**src/rtl/reg_file16.sv**
```systemverilog
// reg_file16: general register file feeding the 16-bit ALU operands.
// Two combinational read ports (R, S), one write port for ALU write-back,
// and a 3-bit status register (N/Z/C) loaded from the ALU flags.
// BYPASS=1 forwards same-cycle write data to a matching read port so the
// ALU sees the new value before the clock edge.
module reg_file16 #(
    parameter int DATA_W = 16,
    parameter int ADDR_W = 3,
    parameter bit BYPASS = 1'b1
) (
    input  logic              clk,
    input  logic              reset,
    input  logic              W_En,
    input  logic [ADDR_W-1:0] W_Addr,
    input  logic [DATA_W-1:0] W_Data,
    input  logic [ADDR_W-1:0] R_Addr,
    input  logic [ADDR_W-1:0] S_Addr,
    output logic [DATA_W-1:0] R,
    output logic [DATA_W-1:0] S,
    input  logic              F_Ld,
    input  logic              N_in,
    input  logic              Z_in,
    input  logic              C_in,
    output logic              N,
    output logic              Z,
    output logic              C
);

    localparam int DEPTH = 2 ** ADDR_W;

    // Flag reset value: a cleared datapath reads as "result was zero".
    localparam logic [2:0] FLAGS_RST = 3'b010;

    logic [DATA_W-1:0] regs_q [DEPTH];
    logic [DATA_W-1:0] regs_d [DEPTH];
    logic [2:0]        flags_q;
    logic [2:0]        flags_d;

    // Next-state for the array: only the addressed entry changes when enabled.
    always_comb begin
        for (int i = 0; i < DEPTH; i++) begin
            regs_d[i] = regs_q[i];
        end
        if (W_En) begin
            regs_d[W_Addr] = W_Data;
        end
    end

    // Next-state for the status register, independent of the write port.
    always_comb begin
        flags_d = flags_q;
        if (F_Ld) begin
            flags_d = {N_in, Z_in, C_in};
        end
    end

    // Array storage; async reset clears every entry and drops any pending write.
    always_ff @(posedge clk or posedge reset) begin
        if (reset) begin
            for (int i = 0; i < DEPTH; i++) begin
                regs_q[i] <= '0;
            end
        end else begin
            for (int i = 0; i < DEPTH; i++) begin
                regs_q[i] <= regs_d[i];
            end
        end
    end

    // Status storage; async reset forces N=0 Z=1 C=0 and drops any pending load.
    always_ff @(posedge clk or posedge reset) begin
        if (reset) begin
            flags_q <= FLAGS_RST;
        end else begin
            flags_q <= flags_d;
        end
    end

    // Read port R with optional forwarding; forwarding is suppressed during
    // reset so the array reads all zeros while reset is high.
    always_comb begin
        R = regs_q[R_Addr];
        if (BYPASS && W_En && !reset && (W_Addr == R_Addr)) begin
            R = W_Data;
        end
    end

    // Read port S, same forwarding rule as port R.
    always_comb begin
        S = regs_q[S_Addr];
        if (BYPASS && W_En && !reset && (W_Addr == S_Addr)) begin
            S = W_Data;
        end
    end

    assign N = flags_q[2];
    assign Z = flags_q[1];
    assign C = flags_q[0];

endmodule

```
**config.mk**
```make
export PLATFORM = sky130hd
export DESIGN_NAME = reg_file16
export DESIGN_NICKNAME = d
export VERILOG_FILES = /design/src/rtl/reg_file16.sv
export SDC_FILE = /design/constraint.sdc
export NUM_CORES = 1
export LEC_CHECK = 0
export CAP_MARGIN = 5
export CORE_UTILIZATION = 59
export CTS_CLUSTER_DIAMETER = 200
export DETAILED_ROUTE_END_ITERATION = 10
export GPL_ROUTABILITY_DRIVEN = 1
export GPL_TIMING_DRIVEN = 0
export MAX_ROUTING_LAYER = met4
export PLACE_DENSITY = 0.81
export SYNTH_ARGS = -nofsm -noshare
export SYNTH_HDL_FRONTEND = slang
export SYNTH_SLANG_ARGS = --single-unit
```
**constraint.sdc**
```tcl
create_clock -name clk -period 6.98 [get_ports clk]
set_clock_uncertainty 0.15 [all_clocks]
set_input_delay 2.094 -clock clk [delete_from_list [all_inputs] [get_ports clk]]
set_output_delay 2.094 -clock clk [all_outputs]
set_load 0.01 [all_outputs]
```
==> impl_metrics.ini <==
[global_routing]
grt_pass1_wl_mm = 27.53
grt_use_total_pct = 29.99
grt_pass1_vias = 4711
grt_max_degree = 105
antenna_found_initial = 0
grt.overflow.total = 0

[cells_and_area]
final_cells = 705
syn2layout_area_growth_pct = 16.32
final_nets = 552
fin_area_um2 = 8902
drive_gt1_share_pct = 51.78
diodes = 0

[yosys]
seq_area_frac_synth_pct = 42.85
avgSynthCellArea_um2 = 16.64
syn-num-nets = 492
syn_inst = 460
ys_ff_latch = 131
ys_types = 20
syn_area_um2 = 7654
synth_warnings = 0

[power_and_ir_drop]
p_seq_share_pct = 39.4
p_leak_nw = 3.812
clockPowerShare_pct = 33.7
pwr_density_cell_nw_per_um2 = 296.7
switchingPower_w = 0.0006602
combPwrFrac_pct = 27.0
swShare_pct = 25.00
peakVddDrop_mv = 0.2114
p_int_w = 0.001981

[floorplanning]
row_count = 41
dieHeight_um = 115.9
die_area_um2 = 13430
initial_core_util_pct = 60.65
die_x_um = 115.9
top_level_ports = 67
core_um2 = 12620

[detailed_routing]
ant_nets = 0
routed_wl_mm = 17.66
drt_pre_antenna_iters = 4
wl_per_cell_um = 25.05
post_drt_via_cell_ratio = 6.452
drt_iter0_drc = 301
vias = 4549
drc = 0

[status]
status = complete, no violations

[critical_path]
crit_fanout = 10
critPathRequiredTime_ns = 4.74
worstPathArrival_ns = 4.54
startpoint_type = input port
cp-end-kind = output pin
critical_path_class = input port to output pin

[place]
portBuffers = 40
hpwl_mm = 11.26
gp_congestion = 0.7625
dp.cells = 673
dpl_cell_area_um2 = 8302

[sta]
drv_slew = 0
whs_ns = 0.3559
post-route-period-util_pct = 97.22
post-route-min-period_ns = 6.786
max_freq_ghz = 0.1474
worstMarginPinSlew_ns = 0.9249
finalHoldViolCount = 0
max_slew_margin_pct = 38.34
rsz0062_at_grt = false
finalSetupViolCount = 0

[clock_network]
cts_resized = 0
numCtsBuffers = 17
path_clk_slew_ns = 0.05
cts_root_buf = clkbuf_16
cts_tree = yes
h-tree-depth = 4
clockBufferDepth = 2
cts_sinks = 131
cts_hold_buf = 0
post_cts_buffers = 0
clk_latency_ns = 0.42

[run]
drv_cap = 0

[min_path]
hold_class = flip-flop to flip-flop
-- power by group through the flow --
stage          Clock [W]  Combinational, W  Sequential, W
2_1_floorplan          0          0.000517        0.00101
3_5_place_dp           0          0.000713        0.00105
3_3_place_gp           0          0.000690        0.00103
6_report        0.000889          0.000712        0.00104
5_1_grt         0.000928          0.000760        0.00106
4_1_cts         0.000893          0.000719        0.00104
-- critical path: stages --
cell             delay (ns)
clkdlybuf4s50_1        0.51
nor2b_1                0.20
nand4_1                0.47
buf_4                  0.43
mux2_4                 0.34
clkdlybuf4s50_1        0.48
-- layer usage --
layer	GRT usage [%]	vias to the layer above	wire length (µm)
li1	-	1947	-
met1	40.15	2435	7755
met2	45.71	145	8690
met3	5.805	22	922
met4	11.54	0	290
met5	-	-	0
-- placed cells by master (no fill, tap or decap), drive strengths merged, types with 3 or more instances in the layout --
cell type / Yosys / final
mux2: 195 / 195
buf: 47 / 48
clkdlybuf4s50: 0 / 40
clkbuf: 3 / 32
xnor2: 6 / 6
nand4: 3 / 3
dfrtp: 130 / 130
nand4b: 3 / 3
mux4: 64 / 64
-- kinds of logic after synthesis --
family	count (synthesis)	share of synthesized area, %
xor gates and xnor gates	6	0.6866
buffers and inverters	51	4.120
DFF	131	42.85
muxes	259	50.96
and+or+nand+nor	13	1.390
-- per-stage QoR --
step	setup slack [ns]	setup TNS, ns	total power (W)	util (%)
6_report	0.1938	0	0.002641	70.54
5_1_grt	0.07711	0	0.002750	70.54
4_1_cts	0.1608	0	0.002649	70.54
3_5_place_dp	0.1668	0	0.001760	65.78
3_3_place_gp	-0.4744	-61.24	0.001716	65.53
2_1_floorplan	1.240	0	0.001523	-
-- synth_stat cells, drive strengths merged --
cell type / number / area [µm²]
nand4: 3 / 18.77
xnor2: 6 / 52.55
clkbuf: 3 / 11.26
mux2: 195 / 2271
inv: 1 / 3.750
nand2b: 1 / 6.260
buf: 47 / 300.3
nand2: 1 / 3.750
nor2b: 1 / 6.260
mux4: 64 / 1629
nor3: 2 / 20.02
dfstp: 1 / 26.28
nor3b: 2 / 25.02
dfrtp: 130 / 3253
nand4b: 3 / 26.28
-- flip-flops by register name, summed over array words and instances (netlist names) --
name     cells
flags_q      3
regs_q     128
-- worst paths after layout --
path | startpoint | end | slack [ns] | depth (start not counted)
worst max-delay path | reset | S[8] | 0.19 | 6
worst min-delay path | flags_q[0]$_DFFE_PP0P_ | flags_q[0]$_DFFE_PP0P_ | 0.36 | 1
worst max register to register | regs_q[75]$_DFFE_PP0P_ | regs_q[75]$_DFFE_PP0P_ | 6.03 | 1
worst min register to register | flags_q[0]$_DFFE_PP0P_ | flags_q[0]$_DFFE_PP0P_ | 0.36 | 1
max in group asynchronous | reset | regs_q[20]$_DFFE_PP0P_ | 3.99 | 3
min in group asynchronous | reset | regs_q[92]$_DFFE_PP0P_ | 1.93 | 2
-- cell type report --
cell class,count,area (µm²)
buffer,50,311.5
clock buffer,29,560.5
clock inverter,3,40.04
fill,851,3717
inverter,1,8.758
multi-input combinational,278,4059
sequential,131,3279
tap,172,215.2
timing repair buffer,41,427.9
Note: power is estimated with default switching activity, not from simulation.
